`src/rtl/gf8_mul_arbiter.sv`:
```
// gf8_mul_arbiter
//   Two requesters share a single GF(2^8) multiplier. Round-robin arbitration
//   feeds a 2-stage pipeline:
//     S1 holds the 15-bit carryless product, its requester id and a valid bit.
//     S2 is the output register, holding the reduced 8-bit product, id and valid.
//   Ports:
//     clk, rst                 clock and synchronous active-high reset
//     reqN_valid/_a/_b/_ready  operand-pair handshake for requester N (N = 0, 1)
//     out_valid/_ready         result handshake
//     out_id                   requester that owns out_prod
//     out_prod                 a*b mod (x^8 + POLY)
//     busy                     high while either pipeline stage holds an entry
//   Parameter:
//     POLY                     low 8 bits of the reduction polynomial (x^8 implied)
module gf8_mul_arbiter #(
    parameter logic [7:0] POLY = 8'h1B
) (
    input  logic       clk,
    input  logic       rst,
    input  logic       req0_valid,
    input  logic [7:0] req0_a,
    input  logic [7:0] req0_b,
    output logic       req0_ready,
    input  logic       req1_valid,
    input  logic [7:0] req1_a,
    input  logic [7:0] req1_b,
    output logic       req1_ready,
    output logic       out_valid,
    input  logic       out_ready,
    output logic       out_id,
    output logic [7:0] out_prod,
    output logic       busy
);

    logic        s1_valid;
    logic        s1_id;
    logic [14:0] s1_prod;
    logic        last_grant;

    logic        adv_out;
    logic        adv_s1;
    logic        grant0;
    logic        grant1;
    logic        accept;
    logic [7:0]  op_a;
    logic [7:0]  op_b;
    logic [14:0] clmul;
    logic [14:0] red;
    logic [7:0]  red_prod;

    assign adv_out = !out_valid | out_ready;
    assign adv_s1  = !s1_valid | adv_out;

    // Under contention, the pointer names the previous winner and the other
    // requester is granted.
    assign grant0 = req0_valid & (!req1_valid | last_grant);
    assign grant1 = req1_valid & (!req0_valid | !last_grant);

    assign req0_ready = grant0 & adv_s1 & !rst;
    assign req1_ready = grant1 & adv_s1 & !rst;
    assign accept     = (grant0 | grant1) & adv_s1;

    assign op_a = grant1 ? req1_a : req0_a;
    assign op_b = grant1 ? req1_b : req0_b;

    always_comb begin
        clmul = '0;
        for (int unsigned i = 0; i < 8; i++) begin
            for (int unsigned j = 0; j < 8; j++) begin
                clmul[i+j] = clmul[i+j] ^ (op_a[i] & op_b[j]);
            end
        end
    end

    // Fold the high bits from the top down. Each fold can set lower bits that
    // are still above bit 7, so the descending order matters.
    always_comb begin
        red = s1_prod;
        for (int unsigned k = 14; k >= 8; k--) begin
            if (red[k]) begin
                red[k-8 +: 8] = red[k-8 +: 8] ^ POLY;
                red[k]        = 1'b0;
            end
        end
        red_prod = red[7:0];
    end

    always_ff @(posedge clk) begin
        if (rst) begin
            s1_valid   <= 1'b0;
            s1_id      <= 1'b0;
            s1_prod    <= '0;
            out_valid  <= 1'b0;
            out_id     <= 1'b0;
            out_prod   <= '0;
            last_grant <= 1'b1;
        end else begin
            if (adv_s1) begin
                s1_valid <= accept;
                if (accept) begin
                    s1_prod    <= clmul;
                    s1_id      <= grant1;
                    last_grant <= grant1;
                end
            end
            if (adv_out) begin
                out_valid <= s1_valid;
                out_id    <= s1_id;
                out_prod  <= red_prod;
            end
        end
    end

    assign busy = s1_valid | out_valid;

endmodule

```
`config.mk`:
```
export PLATFORM = sky130hd
export DESIGN_NAME = gf8_mul_arbiter
export DESIGN_NICKNAME = d
export VERILOG_FILES = /design/src/rtl/gf8_mul_arbiter.sv
export SDC_FILE = /design/constraint.sdc
export NUM_CORES = 1
export LEC_CHECK = 0
export ABC_AREA = 1
export CAP_MARGIN = 30
export CORE_AREA = 2 2 88 90
export DETAILED_ROUTE_END_ITERATION = 10
export DIE_AREA = 0 0 90 92
export GPL_TIMING_DRIVEN = 0
export HOLD_SLACK_MARGIN = 0.15
export MAX_ROUTING_LAYER = met4
export PLACE_DENSITY = 0.76
export SLEW_MARGIN = 10
export SYNTH_ARGS = -nofsm -noshare
export SYNTH_HDL_FRONTEND = slang
export SYNTH_SLANG_ARGS = --single-unit
```
`constraint.sdc`:
```
create_clock -name clk -period 1.7 [get_ports clk]
set_clock_uncertainty 0.15 [all_clocks]
set_input_delay 0.425 -clock clk [delete_from_list [all_inputs] [get_ports clk]]
set_output_delay 0.425 -clock clk [all_outputs]
set_load 0.02 [all_outputs]
```
=== Word-level counts from Yosys, hierarchy flattened ===
Index checks and enable logic that the tools add are counted.

* Register bits after elaboration: 28
* Bits in latches: 0
* Bits in writable memories: 0
* Memory bits (read-only): 0
* Input port bits: 37
* Output and inout port bits: 13
* Word-level logic and storage cells: 156
* Memories kept: 0

* Add/sub/neg operators: 0
* $mul: 0
* Divide/modulo/power cells: 0
* Magnitude comparators: 0
* Equality and inequality tests: 0
* Shifts and indexed selects: 0
* Mux-type cells: 9
* Bitwise logic cells: 133
* Reduce and logical (&&, ||, !) cells: 7

{| class="wikitable"
|+ Operators with widths
! cell !! count
|-
| 1-bit AND || 71
|-
| 1-bit bitwise XOR || 49
|-
| 5-bit 2-to-1 mux || 7
|-
| 4-bit NOT || 7
|-
| 8-bit 2-to-1 mux || 2
|-
| 1-bit zero test || 6
|-
| 1-bit bitwise OR || 6
|-
| 2-bit AND reduction || 1
|}

=== Logic depth before layout (Yosys ltp) ===
* Depth in word-level cells: 14
* Depth in mapped cells: 16
* Gate-level depth less buffers: 15

=== Worst setup path before layout ===
OpenSTA, ideal clock, no wires.

* Kind: input-to-output
* Start: input rst
* End: output req0_ready
* Arrival: 1.322 ns
* Required time: 1.125 ns
* Setup slack: -0.197 ns
* Stages on the path: 3
* Buffers on the path: 2
* Path through: clkbuf_1 > clkbuf_1 > nor3_1

* Cells in the longest elaborated chain, start to end: 2

{| class="wikitable"
|+ RTL lines
! item !! RTL line !! source
|-
| from (decl) || 19 || <nowiki>input logic rst,</nowiki>
|-
| 1-bit zero test || 59 || <nowiki>assign req0_ready = grant0 & adv_s1 & !rst;</nowiki>
|-
| 1-bit AND || 59 ||
|-
| to (decl) || 23 || <nowiki>output logic req0_ready,</nowiki>
|}

Every way passes these cells.

=== Final worst setup path ===
* Start: register last_grant
* End: output req1_ready

* Cells in the longest elaborated chain, start to end: 5

{| class="wikitable"
|+ RTL lines
! item !! RTL line !! source
|-
| from (decl) || 38 || <nowiki>logic last_grant;</nowiki>
|-
| from (signal assigned) || 103 || <nowiki>last_grant <= grant1;</nowiki>
|-
| 1-bit zero test || 57 || <nowiki>assign grant1 = req1_valid & (!req0_valid | !last_grant);</nowiki>
|-
| 1-bit bitwise OR || 57 ||
|-
| 1-bit AND || 57 ||
|-
| 1-bit AND (2 in a row) || 60 || <nowiki>assign req1_ready = grant1 & adv_s1 & !rst;</nowiki>
|-
| to (decl) || 27 || <nowiki>output logic req1_ready,</nowiki>
|}

Every way passes these cells.

==> key figures <==
Outcome
  – Status: finished, violations left
  – Failing checks: setup timing

Min path
  – Hold Path Origin: s1_id$_SDFFE_PP0P_
  – Hold WC Path Type: reg -> reg
  – Worst hold stages: 2
  – Hold Path Sink: s1_id$_SDFFE_PP0P_

Layout
  – Most common cell after layout, fill and taps aside: nand2_1
  – Area grow syn2layout: 46.0%
  – Fin nets: ~640
  – Layout cells sized above 1: a little under a quarter
  – Commonest cells after routing, fill and taps aside: nand2_1 (176), inv_1 (61), nor2_1 (38)
  – Final Util: 56.3%
  – Diode count: 0

Timing
  – Worst-Margin Slew: 0.481 ns
  – Max_slew headroom: 67.9%
  – Setup TNS: -1.60 ns
  – Tmin final: 1.89 ns
  – Fin worst setup slack: -0.193 ns
  – RSZ-0062 raised after global routing: true
  – Final Max Tran Viols: 0
  – Final setup vio count: 16
  – Final period util: 111%
  – Max Clk Rate: 0.528 GHz
  – Final hold violations: 0

Clock network
  – Htree depth: 1
  – Clock-pin slew of the registers on the worst-case setup and hold paths: approximately 0.090 ns
  – Clock Sink Count: 28
  – Clk buf depth: 2
  – Root Buffer: clkbuf_8
  – # hold bufs at CTS: 0
  – CTS Buf Count: 3
  – CTS tree: done
  – Clk Latency, worst-skew pair: 0.27 ns

Synthesis
  – Post-synthesis compound-gate area fraction: 6.97%
  – Synth top area cells: nand2_1 (27%), dfxtp_1 (20%), inv_1 (8.5%)
  – Avg Inst Size Synth: 5.44 sq um
  – Post-Synth Adder-Cell Area: 0%
  – Post-Synth Simple-Gate Area: 49.9%
  – Cell variety after synth: 23
  – YS warnings: 0
  – Syn Std Cell Area: 2870 sq um
  – Post-synth top area share: 27.1%
  – Syn Inst Count: 528
  – Synth Area in XOR/XNOR: 11.6%
  – Seq/Total Area, Yosys: 19.5%
  – Mux contribution to synthesized area: 0%
  – Largest area contributor in the netlist: nand2_1
  – Combinational family with the most area after synthesis: simple AND/OR/NAND/NOR gates
  – Syn Nets: 565
  – Seq cells post-synth: 28

Detailed routing
  – First drt pass iteration count: 5
  – Vias/cell: 4.90
  – DR iter-0 viols: 161
  – Post-route DRC violation count: 0
  – WL/cell: 12.9 microns
  – DRT antenna net count: 0
  – Total Wirelength: ~9100 microns
  – Vias: 3471

Placed design
  – Post-DP HPWL: 6350 microns
  – Port Buf Inserts: 48
  – Placer Congestion: 0.921

Die
  – Total core area: 7450 sq um
  – I/O Pins: 50
  – Die extent in x: 90 microns
  – Die height: a little over 90 microns
  – Die Area: between 8000 and 9000 sq um
  – Initial Utilization: ~39%
  – Site Rows: 32

Critical path
  – R2R Path End: s1_prod[8]$_SDFFE_PP0P_
  – Reg2reg start: last_grant$_SDFFE_PP1P_
  – CP Launch Type: flip-flop
  – CP Max Fanout: 7
  – Data required, critical path: ~1.1 ns
  – FF-to-FF path depth: 13
  – Worst setup EP type: primary output
  – CP Data Arrival Time: 1.32 ns
  – R2R Setup Slk: -0.15 ns
  – Critical path class: reg -> out

Global route
  – First-pass GRT wire length: between 10000 and 15000 microns
  – Vias in the first global route: 3323
  – GR Util All Layers: 21.7%
  – Initial antenna violation count: 0
  – GR Overflow Total: 0
  – Pin count of the biggest net entering global routing: 16

Power and ir drop
  – Static leakage: 2.20 nW
  – Peak VDD IR: 373 uV
  – PwrDens: 722 nW/um^2

Flow run
  – Max-cap viol count: 0
-- timing repair --
item | in CTS | in global routing
cloned | 4 | 2
endpoints found under the setup margin | 33 | 24
setup buffers | 14 | 8
gates resized for setup | 108 | 51
pin swaps | 33 | 23
-- cell usage after synthesis --
cell type,instances
a211oi_1,1
a21oi_1,10
buf_2,9
buf_4,2
clkbuf_1,5
dfxtp_1,28
inv_1,65
inv_2,6
nand2_1,207
nand2_2,11
nand3_1,43
nand3b_1,15
nor2_1,58
nor2_2,3
nor2_4,1
nor3_1,1
o211ai_1,2
o21ai_0,16
o21bai_1,4
o221ai_1,2
or2_2,1
xnor2_1,20
xor2_1,18
-- where the power goes --
part           switching [mW]  internal, mW
sequential             0.0883         0.786
combinational            1.03         0.752
clock                   0.201         0.168
-- worst max-delay path, cell delays in order (launching register included) --
cell     delay [ns]
dfxtp_2        0.35
nand2_4        0.09
nand2_4        0.08
buf_8          0.15
nor2_4         0.12
inv_2          0.06
nor2_4         0.08
buf_6          0.12
-- final cells by class --
cell class              count  area, sq um
plain buffers              14          130
fillers                   739         3260
repair buffers             72          679
well taps                 102          128
clock buffers               4         45.0
inverters                  71          274
multi-input cells         417         2360
flip-flops and latches     28          571
-- worst max-delay path by stage --
| stage | startpoint | to | slack [ns] | depth (start not counted) |
|---|---|---|---|---|
| after floorplan | out_ready | s1_prod[13]$_SDFFE_PP0P_ | -0.0004 | 11 |
| after global placement | req0_valid | req1_ready | -1.09 | 8 |
| after detailed placement | req0_valid | req1_ready | -1.10 | 8 |
| after CTS | out_valid$_SDFFE_PP0P_ | req1_ready | -0.19 | 8 |
| after global routing | last_grant$_SDFFE_PP1P_ | s1_prod[7]$_SDFFE_PP0P_ | -0.29 | 16 |
| final | last_grant$_SDFFE_PP1P_ | req1_ready | -0.19 | 7 |
-- kinds of logic after synthesis --
kind of cell | after synthesis
XOR/XNOR | 38
flip-flops | 28
buffers and inverters | 87
AND/OR/NAND/NOR | 340
AO/OA/AOI/OAI | 35
-- flip-flops by register name, summed over array words and instances (netlist names) --
name / cells
s1_valid: 1
s1_id: 1
out_prod: 8
out_valid: 1
last_grant: 1
out_id: 1
s1_prod: 15
-- through the flow --
stage          setup WS [ns]  hold slack, ns  instances  power (mW)  area, sq um
2_1_floorplan      -0.000408           0.287        528        1.98         2940
3_3_place_gp           -1.09           0.308        678        2.40         3540
3_5_place_dp           -1.10           0.313        678        2.44         3540
4_1_cts               -0.187           0.327        699        2.90         3960
5_1_grt               -0.286           0.355        708        3.26         4190
6_report              -0.193           0.327        708        3.03         4190
-- per-layer routing --
| metal | part of all wire [%] | global-route usage [%] |
|---|---|---|
| met4 | 2.1 | 6.28 |
| met5 | 0 | - |
| met3 | 4.8 | 2.30 |
| met2 | 51 | 40.6 |
| met1 | 42 | 24.4 |
No activity file was read; power rests on OpenSTA's default activity.
